File: config.mk
export PLATFORM = sky130hd
export DESIGN_NAME = mc_ctrl
export DESIGN_NICKNAME = d
export VERILOG_FILES = /design/src/rtl/mc_ctrl_pkg.sv /design/src/rtl/mc_ctrl_dec.sv /design/src/rtl/mc_ctrl.sv
export SDC_FILE = /design/constraint.sdc
export NUM_CORES = 1
export LEC_CHECK = 0
export BUFFER_PORTS_ARGS = -buffer_cell sky130_fd_sc_hd__clkbuf_2
export CELL_PAD_IN_SITES_DETAIL_PLACEMENT = 1
export CELL_PAD_IN_SITES_GLOBAL_PLACEMENT = 1
export CORE_ASPECT_RATIO = 1.1
export CORE_MARGIN = 1
export CORE_UTILIZATION = 32
export CTS_CLUSTER_DIAMETER = 200
export DETAILED_ROUTE_END_ITERATION = 16
export PLACE_DENSITY_LB_ADDON = 0.3
export SYNTH_ARGS = -nofsm -noshare
export SYNTH_HDL_FRONTEND = slang
export SYNTH_SLANG_ARGS = --single-unit
File: constraint.sdc
create_clock -name clk -period 2.5 [get_ports clk]
set_input_delay 0 -clock clk [delete_from_list [all_inputs] [get_ports clk]]
set_output_delay 0 -clock clk [all_outputs]
set_load 0.02 [all_outputs]
File: src/rtl/mc_ctrl_pkg.sv
// rtl/mc_ctrl_pkg.sv - shared enums and size helpers for the multi-cycle RV32I sequencer
//
// Purpose: opcode, ALU, memory, PC and write-back select encodings used by the
// sequencer and its decoder, plus the sequencer state and memory address select.
// Ports: none (package).

package mc_ctrl_pkg;

  typedef enum logic [6:0] {
    OP_LOAD   = 7'b0000011,
    OP_IMM    = 7'b0010011,
    OP_AUIPC  = 7'b0010111,
    OP_STORE  = 7'b0100011,
    OP_OP     = 7'b0110011,
    OP_LUI    = 7'b0110111,
    OP_BRANCH = 7'b1100011,
    OP_JALR   = 7'b1100111,
    OP_JAL    = 7'b1101111
  } opcode_t;

  // Branch funct3 encodings.
  localparam logic [2:0] F3_BEQ  = 3'b000;
  localparam logic [2:0] F3_BNE  = 3'b001;
  localparam logic [2:0] F3_BLT  = 3'b100;
  localparam logic [2:0] F3_BGE  = 3'b101;
  localparam logic [2:0] F3_BLTU = 3'b110;
  localparam logic [2:0] F3_BGEU = 3'b111;

  typedef enum logic [3:0] {
    ALU_OP_ADD,
    ALU_OP_SUB,
    ALU_OP_SLL,
    ALU_OP_SLT,
    ALU_OP_SLTU,
    ALU_OP_XOR,
    ALU_OP_SRL,
    ALU_OP_SRA,
    ALU_OP_OR,
    ALU_OP_AND,
    ALU_OP_COPY_B
  } alu_op_t;

  typedef enum logic {
    ALU_SRC_A_RS1,
    ALU_SRC_A_PC
  } alu_src_a_t;

  typedef enum logic {
    ALU_SRC_B_RS2,
    ALU_SRC_B_IMM
  } alu_src_b_t;

  typedef enum logic [2:0] {
    MEM_READ_NONE,
    MEM_READ_BYTE,
    MEM_READ_HALF,
    MEM_READ_WORD,
    MEM_READ_BYTE_U,
    MEM_READ_HALF_U
  } mem_read_t;

  typedef enum logic [1:0] {
    MEM_WRITE_NONE,
    MEM_WRITE_BYTE,
    MEM_WRITE_HALF,
    MEM_WRITE_WORD
  } mem_write_t;

  typedef enum logic {
    PC_SRC_PC4,
    PC_SRC_ALU
  } pc_src_t;

  typedef enum logic [1:0] {
    REG_WB_SRC_ALU,
    REG_WB_SRC_MEM,
    REG_WB_SRC_PC4
  } reg_wb_src_t;

  typedef enum logic {
    MEM_ADDR_PC,
    MEM_ADDR_ALU
  } mem_addr_src_t;

  typedef enum logic [2:0] {
    S_FETCH,
    S_DECODE,
    S_EXEC,
    S_MEM,
    S_BRTGT,
    S_WB,
    S_HALT
  } mc_state_t;

  function automatic mem_read_t load_size(input logic [2:0] f3);
    case (f3)
      3'b000:  return MEM_READ_BYTE;
      3'b001:  return MEM_READ_HALF;
      3'b010:  return MEM_READ_WORD;
      3'b100:  return MEM_READ_BYTE_U;
      3'b101:  return MEM_READ_HALF_U;
      default: return MEM_READ_NONE;
    endcase
  endfunction

  function automatic mem_write_t store_size(input logic [2:0] f3);
    case (f3)
      3'b000:  return MEM_WRITE_BYTE;
      3'b001:  return MEM_WRITE_HALF;
      3'b010:  return MEM_WRITE_WORD;
      default: return MEM_WRITE_NONE;
    endcase
  endfunction

endpackage

File: src/rtl/mc_ctrl_dec.sv
// rtl/mc_ctrl_dec.sv - combinational instruction checks for the multi-cycle sequencer
//
// Purpose: legality check, EXEC-state ALU control mapping and branch condition.
// Ports:
//   opcode/funct3/funct7            in   IR fields
//   alu_zero/alu_less/alu_uless     in   ALU compare flags
//   illegal                         out  instruction is not a supported RV32I encoding
//   alu_op/alu_src_a/alu_src_b      out  ALU controls for the EXEC state
//   br_take                         out  branch condition for the current funct3

module mc_ctrl_dec import mc_ctrl_pkg::*; (
  input  opcode_t    opcode,
  input  logic [2:0] funct3,
  input  logic [6:0] funct7,
  input  logic       alu_zero,
  input  logic       alu_less,
  input  logic       alu_uless,
  output logic       illegal,
  output alu_op_t    alu_op,
  output alu_src_a_t alu_src_a,
  output alu_src_b_t alu_src_b,
  output logic       br_take
);

  // Only funct7[5] distinguishes the supported encodings.
  logic unused_funct7;
  assign unused_funct7 = ^{funct7[6], funct7[4:0]};

  logic   alt;
  alu_op_t arith_op;

  assign alt = funct7[5];

  // Shared OP / OP-IMM mapping; SUB only exists in the register form.
  always_comb begin
    arith_op = ALU_OP_ADD;
    case (funct3)
      3'b000:  arith_op = (opcode == OP_OP && alt) ? ALU_OP_SUB : ALU_OP_ADD;
      3'b001:  arith_op = ALU_OP_SLL;
      3'b010:  arith_op = ALU_OP_SLT;
      3'b011:  arith_op = ALU_OP_SLTU;
      3'b100:  arith_op = ALU_OP_XOR;
      3'b101:  arith_op = alt ? ALU_OP_SRA : ALU_OP_SRL;
      3'b110:  arith_op = ALU_OP_OR;
      default: arith_op = ALU_OP_AND;
    endcase
  end

  always_comb begin
    illegal   = 1'b0;
    alu_op    = ALU_OP_ADD;
    alu_src_a = ALU_SRC_A_RS1;
    alu_src_b = ALU_SRC_B_RS2;
    case (opcode)
      OP_LOAD: begin
        illegal   = (funct3 == 3'b011) || (funct3 == 3'b110) || (funct3 == 3'b111);
        alu_src_b = ALU_SRC_B_IMM;
      end
      OP_STORE: begin
        illegal   = (funct3 > 3'b010);
        alu_src_b = ALU_SRC_B_IMM;
      end
      OP_JALR: begin
        alu_src_b = ALU_SRC_B_IMM;
      end
      OP_BRANCH: begin
        illegal = (funct3 == 3'b010) || (funct3 == 3'b011);
        alu_op  = ALU_OP_SUB;
      end
      OP_IMM: begin
        illegal   = (funct3 == 3'b001) && alt;
        alu_op    = arith_op;
        alu_src_b = ALU_SRC_B_IMM;
      end
      OP_OP: begin
        illegal = alt && (funct3 != 3'b000) && (funct3 != 3'b101);
        alu_op  = arith_op;
      end
      OP_AUIPC, OP_JAL: begin
        alu_src_a = ALU_SRC_A_PC;
        alu_src_b = ALU_SRC_B_IMM;
      end
      OP_LUI: begin
        alu_op    = ALU_OP_COPY_B;
        alu_src_b = ALU_SRC_B_IMM;
      end
      default: illegal = 1'b1;
    endcase
  end

  always_comb begin
    br_take = 1'b0;
    case (funct3)
      F3_BEQ:  br_take = alu_zero;
      F3_BNE:  br_take = !alu_zero;
      F3_BLT:  br_take = alu_less;
      F3_BGE:  br_take = !alu_less;
      F3_BLTU: br_take = alu_uless;
      F3_BGEU: br_take = !alu_uless;
      default: br_take = 1'b0;
    endcase
  end

endmodule

File: src/rtl/mc_ctrl.sv
// rtl/mc_ctrl.sv - multi-cycle RV32I sequencer sharing one memory port for fetch and load/store
//
// Purpose: steps each instruction through FETCH/DECODE/EXEC/(MEM|BRTGT)/WB and
// drives ALU, register-file, PC, IR and memory-request controls.
// Optional feature macro: MC_CTRL_PERF_EN (performance counters; tied to 0 when undefined).
// Ports:
//   clk, rst                        in   clock, synchronous active-high reset
//   opcode/funct3/funct7            in   IR fields
//   alu_zero/alu_less/alu_uless     in   ALU compare flags
//   mem_ready                       in   pending memory request completes this cycle
//   mem_req/mem_addr_src            out  memory request and address select
//   mem_read/mem_write              out  access size
//   ir_write/pc_write/pc_src        out  IR latch, PC update and PC source
//   alu_src_a/alu_src_b/alu_op      out  ALU controls
//   reg_write/reg_wb_src            out  register-file write enable and source
//   illegal/bus_err                 out  sticky error flags (held in S_HALT)
//   state                           out  debug view of the state register
//   cycle_cnt/instret_cnt           out  performance counters

module mc_ctrl import mc_ctrl_pkg::*; #(
  parameter int unsigned TIMEOUT_CYCLES = 64,
  parameter int unsigned CNT_W          = 32
) (
  input  logic             clk,
  input  logic             rst,
  input  opcode_t          opcode,
  input  logic [2:0]       funct3,
  input  logic [6:0]       funct7,
  input  logic             alu_zero,
  input  logic             alu_less,
  input  logic             alu_uless,
  input  logic             mem_ready,
  output logic             mem_req,
  output mem_addr_src_t    mem_addr_src,
  output mem_read_t        mem_read,
  output mem_write_t       mem_write,
  output logic             ir_write,
  output logic             pc_write,
  output pc_src_t          pc_src,
  output alu_src_a_t       alu_src_a,
  output alu_src_b_t       alu_src_b,
  output alu_op_t          alu_op,
  output logic             reg_write,
  output reg_wb_src_t      reg_wb_src,
  output logic             illegal,
  output logic             bus_err,
  output mc_state_t        state,
  output logic [CNT_W-1:0] cycle_cnt,
  output logic [CNT_W-1:0] instret_cnt
);

  mc_state_t   state_q, state_d;
  logic        take_q;
  logic [31:0] tmo_cnt;
  logic        illegal_q, bus_err_q;
  logic        set_illegal, set_bus_err;

  logic        dec_illegal, dec_take;
  alu_op_t     dec_alu_op;
  alu_src_a_t  dec_src_a;
  alu_src_b_t  dec_src_b;

  mc_ctrl_dec u_dec (
    .opcode    (opcode),
    .funct3    (funct3),
    .funct7    (funct7),
    .alu_zero  (alu_zero),
    .alu_less  (alu_less),
    .alu_uless (alu_uless),
    .illegal   (dec_illegal),
    .alu_op    (dec_alu_op),
    .alu_src_a (dec_src_a),
    .alu_src_b (dec_src_b),
    .br_take   (dec_take)
  );

  // A memory-phase cycle that does not complete counts towards the timeout.
  // The limit is hit on the waiting cycle that would bring the count to
  // TIMEOUT_CYCLES, so a mem_ready on that cycle still completes normally.
  logic waiting, tmo_hit;
  assign waiting = (state_q == S_FETCH || state_q == S_MEM) && !mem_ready;
  assign tmo_hit = (TIMEOUT_CYCLES != 0) && waiting && (tmo_cnt + 32'd1 == TIMEOUT_CYCLES);

  always_comb begin
    state_d      = state_q;
    set_illegal  = 1'b0;
    set_bus_err  = 1'b0;
    mem_req      = 1'b0;
    mem_addr_src = MEM_ADDR_PC;
    mem_read     = MEM_READ_NONE;
    mem_write    = MEM_WRITE_NONE;
    ir_write     = 1'b0;
    pc_write     = 1'b0;
    pc_src       = PC_SRC_PC4;
    alu_src_a    = ALU_SRC_A_RS1;
    alu_src_b    = ALU_SRC_B_RS2;
    alu_op       = ALU_OP_ADD;
    reg_write    = 1'b0;
    reg_wb_src   = REG_WB_SRC_ALU;
    // Outputs stay quiet while rst is high so an abandoned request drops at once.
    if (!rst) begin
      case (state_q)
        S_FETCH: begin
          mem_req      = 1'b1;
          mem_addr_src = MEM_ADDR_PC;
          mem_read     = MEM_READ_WORD;
          if (mem_ready) begin
            ir_write = 1'b1;
            state_d  = S_DECODE;
          end else if (tmo_hit) begin
            set_bus_err = 1'b1;
            state_d     = S_HALT;
          end
        end
        S_DECODE: begin
          if (dec_illegal) begin
            set_illegal = 1'b1;
            state_d     = S_HALT;
          end else begin
            state_d = S_EXEC;
          end
        end
        S_EXEC: begin
          alu_op    = dec_alu_op;
          alu_src_a = dec_src_a;
          alu_src_b = dec_src_b;
          case (opcode)
            OP_LOAD, OP_STORE: state_d = S_MEM;
            OP_BRANCH:         state_d = S_BRTGT;
            default:           state_d = S_WB;
          endcase
        end
        S_BRTGT: begin
          alu_src_a = ALU_SRC_A_PC;
          alu_src_b = ALU_SRC_B_IMM;
          alu_op    = ALU_OP_ADD;
          state_d   = S_WB;
        end
        S_MEM: begin
          mem_req      = 1'b1;
          mem_addr_src = MEM_ADDR_ALU;
          if (opcode == OP_STORE) begin
            mem_write = store_size(funct3);
          end else begin
            mem_read = load_size(funct3);
          end
          if (mem_ready) begin
            state_d = S_WB;
          end else if (tmo_hit) begin
            set_bus_err = 1'b1;
            state_d     = S_HALT;
          end
        end
        S_WB: begin
          pc_write = 1'b1;
          if (opcode == OP_JAL || opcode == OP_JALR || (opcode == OP_BRANCH && take_q)) begin
            pc_src = PC_SRC_ALU;
          end
          reg_write = !(opcode == OP_STORE || opcode == OP_BRANCH);
          if (opcode == OP_LOAD) begin
            reg_wb_src = REG_WB_SRC_MEM;
          end else if (opcode == OP_JAL || opcode == OP_JALR) begin
            reg_wb_src = REG_WB_SRC_PC4;
          end
          state_d = S_FETCH;
        end
        S_HALT:  state_d = S_HALT;
        default: state_d = S_HALT;
      endcase
    end
  end

  always_ff @(posedge clk) begin
    if (rst) begin
      state_q   <= S_FETCH;
      take_q    <= 1'b0;
      tmo_cnt   <= '0;
      illegal_q <= 1'b0;
      bus_err_q <= 1'b0;
    end else begin
      state_q <= state_d;
      if (state_q == S_EXEC && opcode == OP_BRANCH) begin
        take_q <= dec_take;
      end
      if (waiting && !tmo_hit) begin
        tmo_cnt <= tmo_cnt + 32'd1;
      end else begin
        tmo_cnt <= '0;
      end
      if (set_illegal) illegal_q <= 1'b1;
      if (set_bus_err) bus_err_q <= 1'b1;
    end
  end

  assign state   = state_q;
  assign illegal = illegal_q;
  assign bus_err = bus_err_q;

`ifdef MC_CTRL_PERF_EN
  logic [CNT_W-1:0] cyc_q, ret_q;

  always_ff @(posedge clk) begin
    if (rst) begin
      cyc_q <= '0;
      ret_q <= '0;
    end else begin
      if (state_q != S_HALT) cyc_q <= cyc_q + CNT_W'(1);
      if (state_q == S_WB)   ret_q <= ret_q + CNT_W'(1);
    end
  end

  assign cycle_cnt   = cyc_q;
  assign instret_cnt = ret_q;
`else
  assign cycle_cnt   = '0;
  assign instret_cnt = '0;
`endif

endmodule

==> summary.md, run 1 <==
| Metric | Value |
|---|---|
| Yosys reg bits | 38 |
| Met2 WL post-DR | 4.425 mm |
| Kind of critical path | reg -> reg |
| Delay-heaviest family, CP | simple AND/OR/NAND/NOR gates |
| Fin util | 39.85% |
| Final nets | 515 |
| Ys flop type | dfxtp_1 |
| Crit-path slowest cell | nor4b_4 |
| Arrival time at the worst endpoint | 2.55 ns |
| GR Overflow Total | 0 |
| TritonCTS clock tree | yes |
| Clk_skew | 0.007789 ns |
| Mux cell area share after synthesis | 2.660% |
| Minimum clock period | 2.382 ns |
| Port buffer count | 40 |
| Maxcap violations | 0 |
| Fin crit share | 95.26% |
| Horiz. Die Dim | 97.32 µm |
| Critical path's largest stage delay | 0.40 ns |
| Sequential element share of the synthesized area | 23.79% |
| Area of the core | 9537 µm² |
| Main combinational cell family by area after synthesis | simple AND/OR/NAND/NOR gates |
| All-Layer GR Usage | 16.41% |
| Post-DP Area | 3537 µm² |
| Switch Pwr | 469.5 µW |
| Root Buffer | clkbuf_8 |
| Sequential power share | 39.5% |
| Synth Area per Inst | 7.543 µm² |
| Residual DRC count | 0 |
| Critical Path Start Type | flip-flop |
| Total Routed Length | 8.665 mm |
| H-tree levels | 2 |
| Status | finished clean |
| Die area | 10400 µm² |
| Max VDD drop | 0.0002571 V |
| Distinct cells, synth | 58 |
| Final hold violations | 0 |
| Fmax | 419.9 MHz |
| CP Buf/Inv Count | 0 |
| Largest fanout on the critical path | 6 |
| Antenna cell count | 0 |
| Slew @ Worst Pin | 0.6447 ns |
| Top Metal Used | met4 |
| Cts bufs inserted | 5 |
| Initial antenna violation count | 0 |
| M1 WL | 3.808 mm |
| Non-filler cells, final | 609 |
| Deepest clock path buffer count | 2 |
| Largest net degree at the start of global routing | 33 |
| Pwr Total | 1.588 mW |
| Ratio of cells with drive above 1 in the final layout | 26.83% |
| Clock Sinks | 38 |
| Num ports | 111 |
| Drt initial violations | 111 |
| Final setup vio count | 0 |
| Sw Share | 29.57% |
| Clock power frac | 41.3% |
| Vias per inst | 5.021 |
| Area delta synth->final | 18.82% |
| Combinational fraction of design power | 19.3% |
| Routed length on met3 | 322 µm |
| Max-slew violation count | 0 |
| Ys Warns | 0 |
| Gpl congestion | 0.8264 |
| Most frequent cells in the layout | 64 x conb_1, 53 x nor2_1, 45 x buf_4, 40 x clkbuf_2, 29 x dfxtp_1 |
| Crit end category | flip-flop |
| Syn Inst Count | 424 |
| Vias in the first global route | 2941 |
| DR WL/cell | 14.23 µm |
| Compound-gate portion of the synthesized area | 12.32% |
| Initial core utilization | 33.53% |
| Rel. slew slack | 56.62% |
| Final ANT Viol Nets | 0 |
| Clk_lat worst skew | 0.29 ns |
| First-pass GRT wire length | 14.25 mm |
| Pwr/cell area | 417.9 nW/µm² |
| Crit path cell chain | ha_2 -> nand3_4 -> nor4_4 -> mux2_2 -> o21ai_2 -> o2111ai_2 -> nor4b_4 -> nor3b_1 |
| Vias | 3058 |
| Worst Path Required | 2.67 ns |
| RSZ-0062 raised after global routing | yes |
| Worst-path clk slew | 0.08 ns |
| Commonest non-fill, non-tap cell in the layout | conb_1 |
| Simple-Gate Fraction of Synth Area | 32.08% |
| Cell Count Post-Placement | 597 |
| Leak | 1.618 nW |
| Mapped Area | 3198 µm² |
| Post-synth EDFFs | 0 |
| Synth Area in XOR/XNOR | 9.585% |
| Post-Synth Adder-Cell Area | 0.3912% |
| Final Cell Area | 3800 µm² |
| Die H | 106.9 µm |
| DRT Pass-1 Iters | 4 |
| Internal power | 1.118 mW |
| Hold Path Class | in -> reg |
| Synth async-reset ratio | 0% |
| DP Wirelength | 6.528 mm |
| Num rows | 37 |
[sequential cells by signal, indices dropped and copies added, names as in the netlist]
register / count
bus_err: 1
illegal: 1
take_q: 1
state: 3
tmo_cnt: 32
[layer usage]
layer	up-vias	GRT usage, %
li1	1494	-
met1	1480	19.90
met2	73	30.08
met3	11	2.673
met4	0	4.202
met5	-	0
[power by group through the flow]
stage	clock network, mW	logic [mW]	registers [mW]
floorplan	0	0.303	0.645
global placement	0	0.299	0.642
detailed placement	0	0.305	0.642
CTS	0.674	0.306	0.628
global route	0.696	0.338	0.629
finish	0.655	0.306	0.627
[timing repair]
action / 4_1_cts / 5_1_grt
buffers inserted: 1 / 2
gates resized for setup: 6 / 19
hold buffers: 0 / 0
pin swaps: 2 / 7
gates cloned: 1 / 0
setup endpoints to repair: 5 / 6
[stage by stage]
step                      hold slack (ns)  worst slack (ns)  setup TNS (ns)
after floorplan                   0.09510           0.07466               0
after global placement             0.3617          -0.05478         -0.1362
after detailed placement           0.3661           -0.1341         -0.3292
after CTS                         0.04980          0.003534               0
after global routing              0.07874          -0.01969        -0.02050
final                             0.04783            0.1185               0
[logic make-up after synthesis]
family / after synthesis
simple gates: 185
compound gates: 59
buf+inv: 97
fa+ha+maj: 1
other cells: 1
flops: 38
xor+xnor: 35
mux: 8
[final timing paths]
| kind | from | to | slack [ns] | cells after the start |
|---|---|---|---|---|
| hold reg to reg | illegal$_SDFFE_PP0P_ | illegal$_SDFFE_PP0P_ | 0.45 | 2 |
| setup reg to reg | tmo_cnt[1]$_SDFF_PP0_ | tmo_cnt[1]$_SDFF_PP0_ | 0.12 | 8 |
| hold / removal | rst | illegal$_SDFFE_PP0P_ | 0.05 | 2 |
| setup / recovery | tmo_cnt[1]$_SDFF_PP0_ | tmo_cnt[1]$_SDFF_PP0_ | 0.12 | 8 |
[synthesized netlist by cell type (all sizes together) (2+ instances only)]
cell / n / share of area, %
a211o: 2 / 0.55
a211oi: 3 / 0.70
a21o: 3 / 0.70
a21oi: 17 / 2.7
a31o: 3 / 0.82
a31oi: 3 / 0.59
a41oi: 2 / 0.55
and2: 3 / 0.59
and3: 10 / 2.1
and3b: 2 / 0.55
buf: 66 / 15
clkbuf: 23 / 2.8
dfxtp: 38 / 24
inv: 8 / 0.94
mux2: 4 / 1.4
mux2i: 4 / 1.3
nand2: 25 / 2.9
nand2b: 3 / 0.59
nand3: 18 / 3.0
nand3b: 3 / 0.70
nand4: 20 / 4.4
nand4b: 2 / 0.55
nor2: 54 / 6.3
nor2b: 8 / 1.6
nor3: 14 / 2.3
nor3b: 3 / 0.70
nor4: 12 / 3.3
nor4b: 2 / 1.0
o211ai: 2 / 0.47
o21ai: 12 / 1.9
or2: 2 / 0.39
or3: 2 / 0.39
xnor2: 21 / 5.8
xor2: 14 / 3.8
[cell type report]
| type | instances | area (µm²) |
|---|---|---|
| Clock buffer | 6 | 82.58 |
| Clock inverter | 2 | 60.06 |
| Fill cell | 1223 | 5737 |
| Inverter | 8 | 30.03 |
| Multi-Input combinational cell | 353 | 2168 |
| Sequential cell | 38 | 774.5 |
| Tap cell | 117 | 146.4 |
| Timing Repair Buffer | 85 | 538.0 |
Note: power is estimated with default switching activity, not from simulation.
==> run 2: changes to the inputs <==
--- a/config.mk
+++ b/config.mk
@@ -8,7 +8,7 @@
 export BUFFER_PORTS_ARGS = -buffer_cell sky130_fd_sc_hd__clkbuf_2
 export CELL_PAD_IN_SITES_DETAIL_PLACEMENT = 1
 export CELL_PAD_IN_SITES_GLOBAL_PLACEMENT = 1
-export CORE_ASPECT_RATIO = 1.1
+export CORE_ASPECT_RATIO = 1.2
 export CORE_MARGIN = 1
 export CORE_UTILIZATION = 32
 export CTS_CLUSTER_DIAMETER = 200
==> summary.md, run 2 (synthesis results as in run 1) <==
| Metric | Value |
|---|---|
| Status | finished clean |
| Max VDD drop | 0.0003381 V |
| Die H | 111.5 µm |
| Crit path to | tmo_cnt[1]$_SDFF_PP0_ |
| Final Cell Area | 3841 µm² |
| Num ports | 111 |
| Pwr/cell area | 431.1 nW/µm² |
| Post-DP Area | 3530 µm² |
| Hold_ws | 0.08098 ns |
| Max-slew violation count | 0 |
| DR WL/cell | 14.20 µm |
| Cell Count Post-Placement | 601 |
| Worst Setup Slack, final | 0.07122 ns |
| Most frequent cells in the layout | 64 x conb_1, 53 x nor2_1, 44 x buf_4, 40 x clkbuf_2, 31 x dfxtp_1 |
| Fin crit share | 97.15% |
| Area delta synth->final | 20.11% |
| Horiz. Die Dim | 93.26 µm |
| Hold Path Class | in -> reg |
| Non-filler cells, final | 615 |
| Leak | 1.612 nW |
| Slew @ Worst Pin | 0.6711 ns |
| Final nets | 515 |
| Worst R2R End | tmo_cnt[1]$_SDFF_PP0_ |
| Filler instances | 1240 |
| FF-to-FF Start | tmo_cnt[8]$_SDFF_PP0_ |
| Largest register FFs | 32 |
| Critical Path Start Type | flip-flop |
| Worst-path clk slew | 0.06 ns |
| GR Overflow Total | 0 |
| Antenna cell count | 0 |
| Worst setup startpoint | tmo_cnt[8]$_SDFF_PP0_ |
| Minimum clock period | 2.429 ns |
| Reg with most FFs | tmo_cnt |
| Fmax | 411.7 MHz |
| Drt initial violations | 138 |
| Vias in the first global route | 2811 |
| Commonest non-fill, non-tap cell in the layout | conb_1 |
| H-tree levels | 2 |
| Total negative slack | 0 ns |
| Pwr Total | 1.656 mW |
| Port buffer count | 40 |
| Root Buffer | clkbuf_16 |
| Die area | 10400 µm² |
| Arrival time at the worst endpoint | 2.58 ns |
| Largest net degree at the start of global routing | 33 |
| Clk_skew | 0.005834 ns |
| Kind of critical path | reg -> reg |
| Vias | 3005 |
| Deepest clock path buffer count | 2 |
| Final ANT Viol Nets | 0 |
| Num rows | 39 |
| Final hold violations | 0 |
| R2R depth | 7 |
| Total Routed Length | 8.733 mm |
| Worst Path Required | 2.66 ns |
| Initial core utilization | 33.27% |
| Hold_buf cts | 0 |
| Residual DRC count | 0 |
| Crit end category | flip-flop |
| Reg2reg setup slack | 0.07 ns |
| Gpl congestion | 0.8471 |
| Clock Sinks | 38 |
| All-Layer GR Usage | 15.86% |
| Initial antenna violation count | 0 |
| DRT Pass-1 Iters | 4 |
| Final setup vio count | 0 |
| Rel. slew slack | 54.85% |
| Cts bufs inserted | 5 |
| Fin util | 39.96% |
| DP Wirelength | 6.479 mm |
| Largest fanout on the critical path | 8 |
| Vias per inst | 4.886 |
| Area of the core | 9613 µm² |
| Hold Startpoint | rst |
| Clk_lat worst skew | 0.28 ns |
| TritonCTS clock tree | yes |
| First-pass GRT wire length | 13.57 mm |
| Maxcap violations | 0 |
| Ratio of cells with drive above 1 in the final layout | 26.83% |
| Pre-CTS WS | -0.02206 ns |
-- run 2: critical path, stage by stage (launching register included) --
cell,delay [ns]
dfxtp_1,0.49
nand4_1,0.25
nor4_4,0.33
and3_4,0.25
mux2i_1,0.09
a2111o_1,0.45
nor4b_4,0.36
nor3b_1,0.09
-- run 2: power breakdown --
part           total (mW)  internal [mW]  switching, mW  leakage, nW
logic               0.308         0.0789          0.229         1.22
registers           0.628          0.616         0.0125        0.310
clock network       0.720          0.467          0.253       0.0836
total                1.66           1.16          0.494         1.61
-- run 2: layout make-up --
class / count / area [µm²] / share of cell area, %
Clock inverter: 3 / 40.04 / 1.042
Timing Repair Buffer: 85 / 541.8 / 14.10
Sequential cell: 38 / 769.5 / 20.03
Clock buffer: 5 / 125.1 / 3.257
Multi-Input combinational cell: 353 / 2181 / 56.78
Inverter: 8 / 30.03 / 0.7818
Tap cell: 123 / 153.9 / 4.007
-- run 2: repair_timing --
item,in CTS,in global routing
gates cloned,0,1
pin swaps,0,6
endpoints found under the setup margin,4,7
resized for setup,4,21
setup buffers,0,5
endpoints found under the hold margin,0,0
-- run 2: routing by layer --
metal / GRT usage, % / wire (µm) / up-vias
met1: 19.71 / 3806 / 1423
met3: 2.049 / 264 / 15
met4: 4.821 / 174 / 0
met5: 0 / 0 / -
met2: 28.14 / 4488 / 71
li1: - / - / 1496
-- run 2: how the worst min path moves through the flow --
| stage | to | cells past startpoint |
|---|---|---|
| after detailed placement | illegal$_SDFFE_PP0P_ | 2 |
| after CTS | illegal$_SDFFE_PP0P_ | 2 |
| after global routing | illegal$_SDFFE_PP0P_ | 2 |
| after floorplan | mem_req | 1 |
| final | illegal$_SDFFE_PP0P_ | 2 |
| after global placement | illegal$_SDFFE_PP0P_ | 2 |
==> run 3: changes to the inputs <==
--- a/config.mk
+++ b/config.mk
@@ -10,10 +10,12 @@
 export CELL_PAD_IN_SITES_GLOBAL_PLACEMENT = 1
 export CORE_ASPECT_RATIO = 1.2
 export CORE_MARGIN = 1
-export CORE_UTILIZATION = 32
+export CORE_UTILIZATION = 34
 export CTS_CLUSTER_DIAMETER = 200
 export DETAILED_ROUTE_END_ITERATION = 16
 export PLACE_DENSITY_LB_ADDON = 0.3
 export SYNTH_ARGS = -nofsm -noshare
 export SYNTH_HDL_FRONTEND = slang
+export SYNTH_HIERARCHICAL = 1
 export SYNTH_SLANG_ARGS = --single-unit
+export TNS_END_PERCENT = 20
==> summary.md, run 3 <==
| Metric | Value |
|---|---|
| Mapped Area | 3476 µm² |
| Die H | 112.8 µm |
| Top cells by count, synth | 67 x buf_4, 51 x nor2_1, 38 x dfxtp_1 |
| Worst Path Required | 2.65 ns |
| Port buffer count | 40 |
| H-tree levels | 2 |
| Final ANT Viol Nets | 0 |
| TritonCTS clock tree | yes |
| Most frequent cell after synthesis | buf_4 |
| Yosys reg bits | 38 |
| Leak | 1.455 nW |
| Ys flop type | dfxtp_1 |
| Area of the core | 9960 µm² |
| Cts bufs inserted | 5 |
| Num ports | 111 |
| Clk_lat worst skew | 0.29 ns |
| Largest fanout on the critical path | 6 |
| RSZ-0062 raised after global routing | no |
| Kind of critical path | reg -> reg |
| Synth Area per Inst | 7.900 µm² |
| Vias per inst | 4.965 |
| Failing checks | design-rule violations |
| Num rows | 40 |
| Residual DRC count | 1 |
| Clock power frac | 39.4% |
| Gpl congestion | 0.8165 |
| Total Routed Length | 8.573 mm |
| Sequential power share | 38.5% |
| Fin util | 36.83% |
| Critical Path Start Type | flip-flop |
| Pwr/cell area | 456.9 nW/µm² |
| Root Buffer | clkbuf_16 |
| Sw Share | 33.35% |
| Status | finished with violations |
| Reg with most FFs | tmo_cnt |
| DR WL/cell | 14.26 µm |
| DRT Pass-1 Iters | 10 |
| Combinational fraction of design power | 22.1% |
| Hold Startpoint | rst |
| Max-slew violation count | 0 |
| Ratio of cells with drive above 1 in the final layout | 17.89% |
| Arrival time at the worst endpoint | 2.45 ns |
| Final hold violations | 0 |
| Switch Pwr | 559.0 µW |
| Sequential element share of the synthesized area | 21.89% |
| Distinct cells, synth | 69 |
| Most frequent cells in the layout | 64 x conb_1, 51 x nor2_1, 40 x clkbuf_2, 38 x dfxtp_1, 28 x nand2_1 |
| All-Layer GR Usage | 16.10% |
| Maxcap violations | 0 |
| Minimum clock period | 2.299 ns |
| Final setup vio count | 0 |
| Synth area leaders | dfxtp_1 22%, buf_4 14%, xnor2_1 6.8%, nor2_1 5.5%, xor2_1 4.0% |
| Final nets | 499 |
| Top cell type's share of synthesized area | 21.89% |
| Antenna cell count | 0 |
| Deepest clock path buffer count | 2 |
| Hold Path Class | in -> reg |
| Max VDD drop | 0.0002378 V |
| Vias | 2984 |
| Drt initial violations | 104 |
| Syn Inst Count | 440 |
| Post-synth EDFFs | 0 |
| Fin crit share | 91.95% |
| Pwr Total | 1.676 mW |
| Commonest non-fill, non-tap cell in the layout | conb_1 |
| Die area | 10630 µm² |
| Crit end category | flip-flop |
| GR Overflow Total | 0 |
| Largest register FFs | 32 |
| Worst-path clk slew | 0.06 ns |
| Fmax | 435.0 MHz |
| Initial core utilization | 34.90% |
| Vias in the first global route | 2793 |
| Clock Sinks | 38 |
| Rel. slew slack | 58.32% |
| DP Wirelength | 6.532 mm |
| Largest net degree at the start of global routing | 18 |
| Slew @ Worst Pin | 0.6195 ns |
| Total negative slack | 0 ns |
| Horiz. Die Dim | 94.30 µm |
| Hold_buf cts | 0 |
| FF-to-FF Start | tmo_cnt[1]$_SDFF_PP0_ |
| Synth async-reset ratio | 0% |
| Ys Warns | 6 |
| Area leader, netlist | dfxtp_1 |
| First-pass GRT wire length | 13.60 mm |
| Worst setup startpoint | tmo_cnt[1]$_SDFF_PP0_ |
| Initial antenna violation count | 0 |
| Area delta synth->final | 5.544% |
| Internal power | 1.117 mW |
| Clk_skew | 0.003903 ns |
==> run 3: worst paths after layout <==
path,endpoint,slack (ns),cells past startpoint
worst max register to register,state[0]$_SDFF_PP0_,0.20,7
worst max-delay path,state[0]$_SDFF_PP0_,0.20,7
worst min register to register,illegal$_SDFFE_PP0P_,0.49,2
worst min-delay path,take_q$_SDFFE_PP0P_,0.13,2
==> run 3: logic make-up (layout without fill, tap and decap cells) <==
logic type | count (synthesis) | in the layout | share of synthesized area, %
multiplexers | 5 | 5 | 1.440
flip-flops | 38 | 38 | 21.89
AO/OA/AOI/OAI | 60 | 60 | 12.53
buffers and inverters | 92 | 64 | 19.11
AND/OR/NAND/NOR | 199 | 199 | 33.37
XOR/XNOR | 43 | 43 | 10.84
other | 1 | 64 | 0.1079
adder cells (fa/ha/maj) | 2 | 2 | 0.7198
==> run 3: per-stage QoR <==
| step | setup WS, ns | instance area [µm²] | hold WS (ns) | cells |
|---|---|---|---|---|
| 6_report | 0.2012 | 3669 | 0.1270 | 601 |
| 2_1_floorplan | 0.2043 | 3712 | 0.08306 | 503 |
| 5_1_grt | 0.05205 | 3669 | 0.1531 | 601 |
| 3_3_place_gp | 0.1830 | 3503 | 0.4092 | 592 |
| 4_1_cts | 0.07574 | 3655 | 0.1207 | 600 |
| 3_5_place_dp | 0.1261 | 3503 | 0.4247 | 592 |
==> run 3: per-layer routing <==
metal	wire length, µm	vias up	GRT usage, %
li1	-	1475	-
met1	3701	1422	18.89
met2	4284	73	28.16
met3	400	14	3.696
met4	187	0	5.846
met5	0	-	0
==> run 3: power groups by stage <==
| stage | Sequential (mW) | Combinational [mW] | Clock, mW |
|---|---|---|---|
| 2_1_floorplan | 0.660 | 0.340 | 0 |
| 3_3_place_gp | 0.656 | 0.363 | 0 |
| 3_5_place_dp | 0.658 | 0.371 | 0 |
| 4_1_cts | 0.645 | 0.373 | 0.679 |
| 5_1_grt | 0.647 | 0.404 | 0.704 |
| 6_report | 0.644 | 0.371 | 0.660 |
==> run 3: layout make-up <==
type,count,area (µm²)
Inverter,4,15.01
Timing Repair Buffer,52,290.3
Fill cell,1265,6291
Tap cell,126,157.7
Sequential cell,38,760.7
Clock inverter,2,12.51
Clock buffer,6,138.9
Multi-Input combinational cell,373,2293
==> run 3: timing repair <==
action,4_1_cts,5_1_grt
resized for setup,0,2
buffers inserted,0,1
endpoints found under the setup margin,0,7
==> run 3: critical path, stage by stage (launching register included) <==
cell and delay (ns):
dfxtp_1 0.35, ha_1 0.26, and3_2 0.30, nand4_2 0.13, or4_1 0.53, a22oi_2 0.22, and2_1 0.24, a41oi_1 0.12
